--- src/rtl/fpu_addsub_pipe.sv ---
// fpu_addsub_pipe: iterative EXP_W/MAN_W float add/sub, RNE, valid/ready.
// Define FPU_ADDSUB_SPECIALS_EN for IEEE inf/NaN operands and inf on overflow.
module fpu_addsub_pipe #(
  parameter  int EXP_W = 11,
  parameter  int MAN_W = 20,
  localparam int W     = 1 + EXP_W + MAN_W
) (
  input  logic         clock_100k,
  input  logic         reset,
  input  logic         in_valid,
  output logic         in_ready,
  input  logic [W-1:0] op_a,
  input  logic [W-1:0] op_b,
  input  logic         op_sub,
  output logic         out_valid,
  input  logic         out_ready,
  output logic [W-1:0] data_out,
  output logic [3:0]   status_out
);

  localparam int DP = MAN_W + 4;
  localparam int EW = EXP_W + 2;
  localparam int MW = MAN_W + 1;
  localparam int SW = $clog2(DP);
  localparam int LW = $clog2(DP + 1);
  localparam logic [EW-1:0] EMAX = EW'((1 << EXP_W) - 1);

  typedef enum logic [2:0] {
    IDLE, UNPACK, ALIGN, ADD, NORM, ROUND, DONE
  } state_t;

  state_t state_q, state_d;
  logic in_ready_q, in_ready_d;
  logic out_valid_q, out_valid_d;
  logic [W-1:0] a_q, a_d, b_q, b_d;
  logic sub_q, sub_d;
  logic [W-1:0] res_q, res_d;
  logic [3:0] st_q, st_d;
  logic sgb_q, sgb_d, sgs_q, sgs_d;
  logic [EW-1:0] exb_q, exb_d, exs_q, exs_d;
  logic [MW-1:0] mnb_q, mnb_d, mns_q, mns_d;
  logic [DP-1:0] al_q, al_d;
  logic [DP:0] sum_q, sum_d;
  logic sg_q, sg_d;
  logic [DP-1:0] m_q, m_d;
  logic [EW-1:0] e_q, e_d;

  always_comb begin
    state_d = state_q;
    unique case (state_q)
      IDLE:    if (in_ready_q && in_valid) state_d = UNPACK;
      UNPACK:  state_d = ALIGN;
      ALIGN:   state_d = ADD;
      ADD:     state_d = NORM;
      NORM:    state_d = ROUND;
      ROUND:   state_d = DONE;
      DONE:    if (out_ready) state_d = IDLE;
      default: state_d = IDLE;
    endcase
    in_ready_d  = (state_d == IDLE);
    out_valid_d = (state_d == DONE);
  end

  always_comb begin
    a_d   = a_q;
    b_d   = b_q;
    sub_d = sub_q;
    if (state_q == IDLE && in_ready_q && in_valid) begin
      a_d   = op_a;
      b_d   = op_b;
      sub_d = op_sub;
    end
  end

  logic sa, sb, a_big;
  logic [EXP_W-1:0] fea, feb;
  logic [EW-1:0] ea, eb;
  logic [MW-1:0] ma, mb;

  always_comb begin
    sa  = a_q[W-1];
    sb  = b_q[W-1] ^ sub_q;
    fea = a_q[W-2 -: EXP_W];
    feb = b_q[W-2 -: EXP_W];
    ea  = (fea == '0) ? EW'(1) : EW'(fea);
    eb  = (feb == '0) ? EW'(1) : EW'(feb);
    ma  = {|fea, a_q[MAN_W-1:0]};
    mb  = {|feb, b_q[MAN_W-1:0]};
    a_big = {ea, ma} >= {eb, mb};
    sgb_d = sgb_q;
    sgs_d = sgs_q;
    exb_d = exb_q;
    exs_d = exs_q;
    mnb_d = mnb_q;
    mns_d = mns_q;
    if (state_q == UNPACK) begin
      sgb_d = a_big ? sa : sb;
      sgs_d = a_big ? sb : sa;
      exb_d = a_big ? ea : eb;
      exs_d = a_big ? eb : ea;
      mnb_d = a_big ? ma : mb;
      mns_d = a_big ? mb : ma;
    end
  end

  logic [EW-1:0] dif;
  logic [DP-1:0] ext, shd, msk;

  always_comb begin
    dif  = exb_q - exs_q;
    ext  = {mns_q, 3'b000};
    shd  = ext >> dif[SW-1:0];
    msk  = ~({DP{1'b1}} << dif[SW-1:0]);
    al_d = al_q;
    if (state_q == ALIGN) begin
      if (dif >= EW'(DP - 1))
        al_d = {{(DP-1){1'b0}}, |mns_q};
      else
        al_d = {shd[DP-1:1], shd[0] | (|(ext & msk))};
    end
  end

  logic [DP:0] bext, sum;

  always_comb begin
    bext = {1'b0, mnb_q, 3'b000};
    sum  = (sgb_q == sgs_q) ? bext + {1'b0, al_q}
                            : bext - {1'b0, al_q};
    sum_d = sum_q;
    sg_d  = sg_q;
    if (state_q == ADD) begin
      sum_d = sum;
      // an exact zero is negative only when both addends were negative
      sg_d  = (sum == '0) ? (sgb_q & sgs_q) : sgb_q;
    end
  end

  logic [LW-1:0] lz;
  logic [EW-1:0] lim, sh;

  always_comb begin
    lz = LW'(DP);
    for (int i = 0; i < DP; i++)
      if (sum_q[i]) lz = LW'(DP - 1 - i);
    lim = exb_q - EW'(1);
    sh  = (EW'(lz) > lim) ? lim : EW'(lz);
    m_d = m_q;
    e_d = e_q;
    if (state_q == NORM) begin
      if (sum_q[DP]) begin
        m_d = {sum_q[DP:2], sum_q[1] | sum_q[0]};
        e_d = exb_q + EW'(1);
      end else begin
        m_d = sum_q[DP-1:0] << sh;
        e_d = exb_q - sh;
      end
    end
  end

`ifdef FPU_ADDSUB_SPECIALS_EN
  localparam logic [W-1:0] QNAN =
    {1'b0, {EXP_W{1'b1}}, 1'b1, {(MAN_W-1){1'b0}}};

  logic spc_q, spc_d;
  logic [W-1:0] spr_q, spr_d;
  logic [3:0] sps_q, sps_d;
  logic ia, ib, na, nb;

  always_comb begin
    ia = (&fea) & ~(|a_q[MAN_W-1:0]);
    ib = (&feb) & ~(|b_q[MAN_W-1:0]);
    na = (&fea) & (|a_q[MAN_W-1:0]);
    nb = (&feb) & (|b_q[MAN_W-1:0]);
    spc_d = spc_q;
    spr_d = spr_q;
    sps_d = sps_q;
    if (state_q == UNPACK) begin
      spc_d = 1'b1;
      spr_d = QNAN;
      sps_d = 4'b0000;
      if (na || nb) begin
        sps_d = 4'b0000;
      end else if (ia && ib && (sa != sb)) begin
        sps_d = 4'b0001;
      end else if (ia) begin
        spr_d = {sa, {EXP_W{1'b1}}, {MAN_W{1'b0}}};
        sps_d = 4'b1000;
      end else if (ib) begin
        spr_d = {sb, {EXP_W{1'b1}}, {MAN_W{1'b0}}};
        sps_d = 4'b1000;
      end else begin
        spc_d = 1'b0;
      end
    end
  end

  always_ff @(posedge clock_100k) begin
    if (reset) begin
      spc_q <= 1'b0;
      spr_q <= '0;
      sps_q <= '0;
    end else begin
      spc_q <= spc_d;
      spr_q <= spr_d;
      sps_q <= sps_d;
    end
  end
`endif

  logic g, r, s, inc, hid, inx, ovf, unf;
  logic [MW:0] mr;
  logic [EW-1:0] er;
  logic [MAN_W-1:0] fr;
  logic [EXP_W-1:0] ef;

  always_comb begin
    g   = m_q[2];
    r   = m_q[1];
    s   = m_q[0];
    inc = g & (r | s | m_q[3]);
    mr  = {1'b0, m_q[DP-1:3]} + {{MW{1'b0}}, inc};
    er  = e_q;
    fr  = mr[MAN_W-1:0];
    hid = mr[MAN_W];
    if (mr[MW]) begin
      er  = e_q + EW'(1);
      fr  = mr[MAN_W:1];
      hid = 1'b1;
    end
    ovf = hid && (er >= EMAX);
    inx = g | r | s | ovf;
    unf = ~hid & inx;
    ef  = hid ? er[EXP_W-1:0] : '0;
    res_d = res_q;
    st_d  = st_q;
    if (state_q == ROUND) begin
      res_d = {sg_q, ef, fr};
      if (ovf) begin
`ifdef FPU_ADDSUB_SPECIALS_EN
        res_d = {sg_q, {EXP_W{1'b1}}, {MAN_W{1'b0}}};
`else
        res_d = {sg_q, EXP_W'(EMAX - EW'(1)), {MAN_W{1'b1}}};
`endif
      end
      st_d = {~inx, ovf, unf, inx};
`ifdef FPU_ADDSUB_SPECIALS_EN
      if (spc_q) begin
        res_d = spr_q;
        st_d  = sps_q;
      end
`endif
    end
  end

  always_ff @(posedge clock_100k) begin
    if (reset) begin
      state_q     <= IDLE;
      in_ready_q  <= 1'b0;
      out_valid_q <= 1'b0;
      a_q         <= '0;
      b_q         <= '0;
      sub_q       <= 1'b0;
      res_q       <= '0;
      st_q        <= '0;
      sgb_q       <= 1'b0;
      sgs_q       <= 1'b0;
      exb_q       <= '0;
      exs_q       <= '0;
      mnb_q       <= '0;
      mns_q       <= '0;
      al_q        <= '0;
      sum_q       <= '0;
      sg_q        <= 1'b0;
      m_q         <= '0;
      e_q         <= '0;
    end else begin
      state_q     <= state_d;
      in_ready_q  <= in_ready_d;
      out_valid_q <= out_valid_d;
      a_q         <= a_d;
      b_q         <= b_d;
      sub_q       <= sub_d;
      res_q       <= res_d;
      st_q        <= st_d;
      sgb_q       <= sgb_d;
      sgs_q       <= sgs_d;
      exb_q       <= exb_d;
      exs_q       <= exs_d;
      mnb_q       <= mnb_d;
      mns_q       <= mns_d;
      al_q        <= al_d;
      sum_q       <= sum_d;
      sg_q        <= sg_d;
      m_q         <= m_d;
      e_q         <= e_d;
    end
  end

  assign in_ready   = in_ready_q;
  assign out_valid  = out_valid_q;
  assign data_out   = res_q;
  assign status_out = st_q;

endmodule

--- config.mk ---
export PLATFORM = sky130hd
export DESIGN_NAME = fpu_addsub_pipe
export DESIGN_NICKNAME = d
export VERILOG_FILES = /design/src/rtl/fpu_addsub_pipe.sv
export SDC_FILE = /design/constraint.sdc
export NUM_CORES = 1
export LEC_CHECK = 0
export ABC_AREA = 0
export CAP_MARGIN = 5
export CORE_ASPECT_RATIO = 1.75
export CORE_MARGIN = 5
export CORE_UTILIZATION = 61
export DETAILED_ROUTE_END_ITERATION = 8
export PLACE_DENSITY = 0.81
export REMOVE_ABC_BUFFERS = 1
export SLEW_MARGIN = 20
export SYNTH_ARGS = -nofsm -noshare
export SYNTH_HDL_FRONTEND = slang
export SYNTH_SLANG_ARGS = --single-unit
export TNS_END_PERCENT = 5
--- constraint.sdc ---
create_clock -name clock_100k -period 5.3 [get_ports clock_100k]
set_input_delay 1.06 -clock clock_100k [delete_from_list [all_inputs] [get_ports clock_100k]]
set_output_delay 1.06 -clock clock_100k [all_outputs]
set_load 0.05 [all_outputs]
After elaboration in Yosys (flattened, before gate mapping)

Cells that the tools add are included.

Divide/modulo/power cells: 0
Shifts and indexed selects: 3
$add $sub $neg: 8
Multiply operators: 0
Reduce and logical (&&, ||, !) cells: 13
Bitwise gates (word level): 15
Order comparisons: 4
Equality and inequality tests: 8
Mux-type cells: 46

Operators by type and width:

| cell                                               | number |
|---|---|
| two-way mux 5 bit                                  | 23 |
| two-way mux 11 bit                                 | 5 |
| two-way mux 24 bit                                 | 2 |
| two-way mux 21 bit                                 | 2 |
| two-way mux 13 bit                                 | 3 |
| >= comparator 32 bit                               | 1 |
| two-way mux 31 bit                                 | 1 |
| adder 13 x 1 -> 13 bit (second input constant)     | 2 |
| subtractor 13 bit                                  | 2 |
| adder 24 x 24 -> 25 bit                            | 1 |
| zero test 25 bit                                   | 1 |
| two-way mux 25 bit                                 | 1 |
| subtractor 24 x 24 -> 25 bit                       | 1 |
| bitwise AND 24 bit                                 | 1 |
| NOT 24 bit                                         | 1 |
| OR reduction 24 bit                                | 1 |
| left shift 24 x 13 -> 24 bit                       | 1 |
| left shift 24 x 5 -> 24 bit (first input constant) | 1 |
| >> shifter 24 x 5 -> 24 bit                        | 1 |
| adder 21 x 1 -> 22 bit                             | 1 |
| zero test 11 bit                                   | 2 |
| OR reduction 11 bit                                | 2 |
| case mux 3 bit (7 select lines)                    | 1 |
| OR reduction 21 bit                                | 1 |
| other kinds (18)                                   | 39 |

Memory bits (writable): 0
Bits in registers: 263
Memories kept: 0
Memory bits (read-only): 0
Logic and storage cells: 116
Output and inout bits: 38
Latch bits: 0

Logic depth before layout (Yosys ltp)

Gate-level depths: netlist of run 1.

Depth in word-level cells: 28
Mapped depth: 27
Mapped depth without buffers: 24

Worst setup path before layout of run 1

OpenSTA, ideal clock, no wires.

Path type: reg2reg
From: reg sum_q[0]
To: reg e_q[9]
Period minus slack after synthesis: 4,591 ps
Cell stages (with the launch flop): 27
Path slack: 709 ps
Required time: 5,230 ps
Setup time: 70 ps
Buffers on the path: 5
Arrival time: 4,521 ps
Cells stage by stage: dfxtp_1 -> clkbuf_1 -> nor2_1 -> o31ai_1 -> a211oi_1 -> o311a_1 -> nor2_1 -> ha_1 -> nor2b_1 -> o21bai_1 -> a21oi_1 -> and3_1 -> buf_4 -> o31a_1 -> buf_2 -> buf_2 -> buf_4 -> ha_1 -> a21oi_1 -> o21ai_0 -> and2_1 -> o21ai_0 -> nand3_1 -> o31ai_1 -> xor2_1 -> nand2_1 -> a21oi_1

Word-level cells in the longest chain between the ends: 28

Ends and longest elaborated chain:

| item                              | RTL line | source |
|---|---|---|
| from (decl)                       | 43       | `logic [DP:0] sum_q, sum_d;` |
| from (signal assigned)            | 292      | `sum_q <= sum_d;` |
| two-way mux 4 bit *               | 144      | `if (sum_q[i]) lz = LW'(DP - 1 - i);` |
| two-way mux 5 bit * (23 in a row) | 144      |  |
| > comparator 5 x 13 -> 1 bit      | 146      | `sh = (EW'(lz) > lim) ? lim : EW'(lz);` |
| two-way mux 13 bit *              | 146      |  |
| subtractor 13 bit *               | 155      | `e_d = exb_q - sh;` |
| two-way mux 13 bit *              | 150      | `if (sum_q[DP]) begin` |
| to (signal assigned)              | 275      | `e_q <= '0;` |
| to (signal assigned)              | 295      | `e_q <= e_d;` |
| to (decl)                         | 46       | `logic [EW-1:0] e_q, e_d;` |

Every way passes the cells marked *; elsewhere a longest branch is shown, timed or not.
A chain may end at the register's enable or synchronous reset.

Worst setup path in the final report of run 1

From: reg exb_q[1]
To: reg e_q[9]

Word-level cells in the longest chain between the ends: 5
Elaborated cells on any way between the ends: 6
Those cells by class: 3 x add/sub; 1 x order compare; 2 x mux

Ends and longest elaborated chain:

| item                         | RTL line | source |
|---|---|---|
| from (decl)                  | 40       | `logic [EW-1:0] exb_q, exb_d, exs_q, exs_d;` |
| from (signal assigned)       | 267      | `exb_q <= '0;` |
| from (signal assigned)       | 287      | `exb_q <= exb_d;` |
| subtractor 13 x 1 -> 13 bit  | 145      | `lim = exb_q - EW'(1);` |
| > comparator 5 x 13 -> 1 bit | 146      |  |
| two-way mux 13 bit           | 146      |  |
| subtractor 13 bit            | 155      |  |
| two-way mux 13 bit *         | 150      |  |

Marks and branches as above.

==> results of run 1 <==
## Yosys cell counts, types with 24 or more instances
master	number
nand2_1	277
dfxtp_1	259
a21oi_1	226
o21ai_0	209
nor2_1	173
clkbuf_1	165
nand3_1	127
inv_1	119
ha_1	102
a31oi_1	77
mux2i_1	64
a211oi_1	47
nor3_1	41
xnor2_1	39
xor2_1	28
o211ai_1	25
and3_1	24
## per-layer routing
layer | part of all wire | routed length [um] | global-route usage
met3 | 0.043 | 2511 | 0.03900
met5 | 0 | 0 | 0
met2 | 0.54 | 31630 | 0.6570
met4 | 0.089 | 5225 | 0.2659
met1 | 0.33 | 19550 | 0.3219
## worst reg2reg max path, stage by stage (launching register included)
cell and delay, ns:
dfxtp_1 0.68, inv_1 0.10, ha_1 0.26, xor2_1 0.24
inv_1 0.08, ha_1 0.27, nand2_1 0.06, o21bai_1 0.15
a21oi_1 0.24, and3_2 0.31, mux2_4 0.42, inv_2 0.20
ha_1 0.30, inv_1 0.07, o21ai_0 0.13, and2_1 0.19
o21ai_0 0.30, nand3_1 0.14, o31ai_1 0.26, xor2_1 0.17
nand2_1 0.06, a21oi_1 0.14
## stage by stage
stage	setup TNS (ns)	hold WS, ns	power [W]
after floorplan	0	0.4227	0.004677
after global placement	0	0.4399	0.005822
after detailed placement	0	0.4587	0.005905
after CTS	0	0.4656	0.007793
after global routing	-0.002218	0.4916	0.008312
final	0	0.4653	0.007905
## area by class of cell
cell class | instances | share of cell area
Tap cell | 382 | 0.02396
Inverter | 124 | 0.02340
Clock buffer | 35 | 0.03839
Multi-Input combinational cell | 1829 | 0.5783
Sequential cell | 259 | 0.2601
Clock inverter | 13 | 0.005583
Timing Repair Buffer | 150 | 0.07025
## final timing paths
kind                                      end  slack, ns  cells after the start
worst max-delay path                   e_q[9]       0.45                     21
worst min-delay path            status_out[3]       0.47                      2
worst max register to register         e_q[9]       0.45                     21
worst min register to register  status_out[3]       0.47                      2
## state kept, by name (all words and copies together) (netlist names)
signal	flops
in_ready	1
sum_q	25
mnb_q	21
sub_q	1
mns_q	21
m_q	24
al_q	24
state_q	3
status_out	4
data_out	32
out_valid	1
exs_q	11
sgs_q	1
sg_q	1
e_q	13
b_q	32
a_q	32
sgb_q	1
exb_q	11
## cells by family (layout without fill, tap and decap cells)
family / Yosys count / after routing / synth area share
simple gates: 784 / 784 / 0.2033
fa+ha+maj: 105 / 105 / 0.07449
buf+inv: 327 / 322 / 0.07225
compound gates: 784 / 784 / 0.2713
flops: 259 / 259 / 0.2890
mux: 88 / 88 / 0.05538
xor+xnor: 68 / 68 / 0.03425
## power breakdown
| part | internal, W | switching [W] | total, W |
|---|---|---|---|
| logic | 0.00124 | 0.00249 | 0.00373 |
| clock network | 0.00107 | 0.000824 | 0.00189 |
| registers | 0.00208 | 0.000198 | 0.00228 |
## placed cells by master, fill, tap and decap left out, types with 19 or more instances in the layout
| master | Yosys | layout |
|---|---|---|
| a21o_1 | 19 | 19 |
| nor3_1 | 41 | 41 |
| buf_4 | 3 | 44 |
| a211oi_1 | 47 | 47 |
| a21oi_1 | 226 | 226 |
| dfxtp_1 | 259 | 257 |
| ha_1 | 102 | 102 |
| and3_1 | 24 | 23 |
| clkdlybuf4s50_1 | 0 | 105 |
| inv_1 | 119 | 118 |
| a31oi_1 | 77 | 77 |
| nand2_1 | 277 | 277 |
| nand4_1 | 21 | 21 |
| xnor2_1 | 39 | 37 |
| xor2_1 | 28 | 28 |
| nor4_1 | 21 | 20 |
| nand2b_1 | 20 | 20 |
| o21ai_0 | 209 | 209 |
| nand3_1 | 127 | 127 |
| mux2i_1 | 64 | 64 |
| o211ai_1 | 25 | 25 |
| nor2_1 | 173 | 170 |
| clkbuf_16 | 0 | 27 |
==> out/qor.txt, run 1 <==
Synth Register Bits: 259
First-pass GRT wire length: 93.14 mm
Fmax: 206.3 MHz
Area Growth Syn to Fin: 11.19%
Worst Path Arrival: 5.33 ns
Buf/Inv on CP: 4
Critical Path Sink Type: register
Fin util: 0.6835
Post-synth top area cell: dfxtp_1
Ys async rst share: 0
Sequential element share of the synthesized area: 0.2890
FP Rows: 83
Die height: 236.9 um
Worst R2R Start: exb_q[1]
Cells after DPL: 2744
Mean Syn Cell Area: 7.428 um^2
WS Path Type: register to register
Hold Vio Cnt, Final: 0
Synthesized instance count: 2415
Post-Layout Inst Area: 19950 um^2
# setup viols final: 0
Final WS setup: 0.4533 ns
Max_cap viols: 0
PostCTS Resize Cnt: 0
HP Class: register to register
Detailed Place HPWL: 44.65 mm
Via Count: 18.25k
Final worst path period need: 4.847 ns
Number of synthesized flops with an enable pin: 0
CTS tree: done
Pwr Density: 396.3 nW/um^2
Leak: 7.556 nW
CP max-delay cell: dfxtp_1
Synth Warn #: 0
Post-CTS Setup Repair Bufs: 0
Initial core utilization: 0.6148
Multi-input gate area: 11540 um^2
Gr ovfl total: 0
Critical Path Start: exb_q[1]
I/O pin total: 107
Post-Place Cell Area: 19040 um^2
Layout Skew: 0.01428 ns
Fin nets: 2564
Hold Buf Count CTS: 0
Core area: 29180 um^2
Worst-Margin Slew: 1.044 ns
Rel. slew slack: 0.3038
Worst Path Required: 5.78 ns
Finished Layout Cells: 2792
Register area: 5187 um^2
Yosys top cell area share: 0.2890
Final Max Tran Viols: 0
CTS Sinks: 259
Final GP Congestion: 1.012
Drt initial violations: 1341
CP startpoint kind: register
Pre-CTS worst setup slack: 0.3262 ns
Post-route DRC: 0
CTS Root Cell: clkbuf_16
CTS max path bufs: 3
Routed WL per cell: 21.10 um
CP delay by family, top: compound AO/OA/AOI/OAI gates
Ys flop type: dfxtp_1
Synth area leaders: dfxtp_1, ha_1, a21oi_1
Antenna diode count: 0
Run status: finished, final reports clean
Cts bufs inserted: 26
Full die area: 33070 um^2
Slowest cell delay on critical path: 0.68 ns
IO buf count: 106
Largest net degree at the start of global routing: 104
GRT Resource Usage Total: 0.3421
Crit Path Max Fanout: 16
CTS H-tree lvls: 1
Layout fillers: 2529
Initial antenna violation count: 0
Synthesized area: 17940 um^2
Vias per inst: 6.535
Routed wire length: 58.92 mm
Distinct cell type count after synthesis: 95
Min-Delay Startpoint: status_out[3]
Tcrit/Tclk final: 0.9145
Layout cells sized above 1: 0.06598
DRT antenna net count: 0
Vias in the first global route: 17.99k
Die W: 139.6 um
Drt pass-1 iters: 6
Worst-skew pair later-pin latency: 0.56 ns
Clk slew on worst S/H paths: 0.07 ns
Worst IR Drop VDD: 0.4793 mV
CP Cell Sequence: inv_1, ha_1, xor2_1, inv_1, ha_1, nand2_1, o21bai_1, a21oi_1, and3_2, mux2_4, inv_2, ha_1, inv_1, o21ai_0, and2_1, o21ai_0, nand3_1, o31ai_1, xor2_1, nand2_1, a21oi_1
Power figures use the tool's default switching activity.
==> run 2, diff against run 1 <==
SLEW_MARGIN = 10   (was 20)
==> out/qor.txt, run 2 (synthesis gave the netlist of run 1 again) <==
Run status: finished, final reports clean
Comb power frac: 0.475 (+0.003)
Worst-skew pair later-pin latency: 0.56 ns (about the same)
Gr ovfl total: 0 (unchanged)
Core area: 29180 um^2 (unchanged)
Reg-to-reg setup timing slack: 0.48 ns (+0.02 ns)
Drt initial violations: 1317 (-1.8%)
Register area: 5189 um^2 (about the same)
Final WS setup: 0.4769 ns (+0.02360 ns)
FP Rows: 83 (unchanged)
Routed WL per cell: 21.06 um (-0.22%)
Post-route DRC: 0 (unchanged)
Crit Path Max Fanout: 16 (unchanged)
Via Count: 18.19k (-0.32%)
Worst Path Arrival: 5.31 ns (-0.02 ns)
Cts bufs inserted: 26 (unchanged)
Pre-CTS worst setup slack: 0.3335 ns (+0.007229 ns)
Worst R2R Start: sum_q[16]
Die W: 139.6 um (unchanged)
Post-CTS Setup Repair Bufs: 0 (unchanged)
# setup viols final: 0 (unchanged)
Final worst path period need: 4.823 ns (-0.02360 ns)
Fmax: 207.3 MHz (+0.49%)
WS Path Type: register to register
CTS Root Cell: clkbuf_16
CTS Sinks: 259 (unchanged)
Drt pass-1 iters: 7 (+1)
Hold Path Stages: 2 (unchanged)
Hold path endpoint: status_out[3]
Layout cells sized above 1: 0.06598 (unchanged)
Min-Delay Startpoint: status_out[3]
Pwr Density: 392.6 nW/um^2 (-0.93%)
Busiest grt layer: met2
Met3 Resource Use GR: 0.03960 (+0.0006062)
I/O pin total: 107 (unchanged)
GR Util met1: 0.3181 (-0.003757)
Reg2reg end: e_q[9]
Max_cap viols: 0 (unchanged)
Clk slew on worst S/H paths: 0.06 ns (about the same)
Critical Path Sink Type: register
Fin nets: 2564 (unchanged)
CTS max path bufs: 3 (unchanged)
CTS tree: done
Multi-input gate area: 11520 um^2 (-0.14%)
Unrepaired setup endpoints after global routing: no
Most common library cell in the layout ignoring fill and taps: nand2_1
Int Pwr: 0.004315 W (-1.7%)
Layout fillers: 2563 (+1.3%)
Routed wire length: 58.79 mm (-0.22%)
DRT antenna net count: 0 (unchanged)
Worst Path Required: 5.79 ns (about the same)
Switching Fraction: 0.4477 (+0.003209)
Vias per inst: 6.514 (-0.32%)
Power Total: 0.007813 W (-1.2%)
Rel. slew slack: 0.2056 (-0.09813)
GRT Resource Usage Total: 0.3423 (about the same)
Post-Place Cell Area: 19040 um^2 (about the same)
Initial core utilization: 0.6148 (unchanged)
Clk pwr share: 0.234 (-0.006)
NetSw: 0.003498 W (-0.46%)
Most frequent cells in the layout: nand2_1, dfxtp_1, a21oi_1
Setup_tns: 0 ns (unchanged)
Finished Layout Cells: 2792 (unchanged)
Vias in the first global route: 18.10k (+0.60%)
Largest net degree at the start of global routing: 104 (unchanged)
Hold Vio Cnt, Final: 0 (unchanged)
Initial antenna violation count: 0 (unchanged)
Worst Reg2Reg Path Length in Cells: 21 (unchanged)
Die height: 236.9 um (unchanged)
Leak: 7.534 nW (-0.29%)
IO buf count: 106 (unchanged)
Final Max Tran Viols: 0 (unchanged)
CP startpoint kind: register
GR Layer Usage met2: 0.6479 (-0.009099)
Worst-Margin Slew: 1.192 ns (+0.1472 ns)
Detailed Place HPWL: 44.58 mm (-0.17%)
Post-Layout Inst Area: 19900 um^2 (-0.24%)
Area Growth Syn to Fin: 10.91%
Cells after DPL: 2744 (unchanged)
Layout Skew: 0.008020 ns (-0.006263 ns)
Worst IR Drop VDD: 0.5259 mV (+9.7%)
Tcrit/Tclk final: 0.9100 (-0.004452)
First-pass GRT wire length: 93.18 mm (about the same)
CTS H-tree lvls: 1 (unchanged)
Full die area: 33070 um^2 (unchanged)
Final GP Congestion: 1.012 (unchanged)
Seq pwr share: 0.291 (+0.003)
HP Class: register to register
Antenna diode count: 0 (unchanged)
[run 2: layout make-up]
class / instances / share of cell area
Clock buffer: 34 / 0.03779
Clock inverter: 14 / 0.004590
Inverter: 124 / 0.02345
Multi-Input combinational cell: 1829 / 0.5789
Sequential cell: 259 / 0.2608
Tap cell: 382 / 0.02402
Timing Repair Buffer: 150 / 0.07043
[run 2: power by group through the flow]
stage	registers [W]	clock network [W]	logic, W
2_1_floorplan	0.00224	0	0.00243
3_3_place_gp	0.00231	0	0.00352
3_5_place_dp	0.00231	0	0.00359
4_1_cts	0.00227	0.00184	0.00361
5_1_grt	0.00229	0.00193	0.00401
6_report	0.00228	0.00183	0.00371
[run 2: how the worst max path moves through the flow]
stage	startpoint	end	depth (start not counted)	slack, ns
finish	sum_q[16]	e_q[9]	21	0.48
global route	sum_q[4]	e_q[9]	21	0.04
floorplan	sum_q[4]	e_q[9]	20	0.17
global placement	sum_q[16]	e_q[9]	21	0.45
CTS	sum_q[16]	e_q[9]	21	0.32
detailed placement	sum_q[16]	e_q[9]	21	0.33
[run 2: per-layer routing]
metal,routed length (um),part of all wire
met4,5925,0.10
met3,2741,0.047
met2,30920,0.53
met1,19200,0.33
met5,0,0
[run 2: through the flow]
stage,utilization,hold slack [ns]
after floorplan,-,0.4227
after global placement,0.6525,0.4399
after detailed placement,0.6525,0.4587
after CTS,0.6814,0.4656
after global routing,0.6819,0.4890
final,0.6819,0.4631
[run 2: timing repair]
| action | in CTS | in global routing |
|---|---|---|
| setup endpoints to repair | 0 | 2 |
| gates resized for setup | 0 | 5 |
| hold buffers | 0 | 0 |
[run 2: critical path: stages (launching register included)]
cell and delay (ns):
dfxtp_1 0.43, nor4_2 0.50, nand3_1 0.18, or2_1 0.29
inv_1 0.07, ha_1 0.23, nand3_1 0.09, o22ai_1 0.06
a21oi_1 0.22, and3_2 0.30, mux2_4 0.42, inv_2 0.20
ha_1 0.30, inv_1 0.07, o21ai_0 0.11, and2_1 0.19
o21ai_0 0.31, nand3_1 0.14, o31ai_1 0.26, xor2_1 0.16
nand2_1 0.06, a21oi_1 0.14
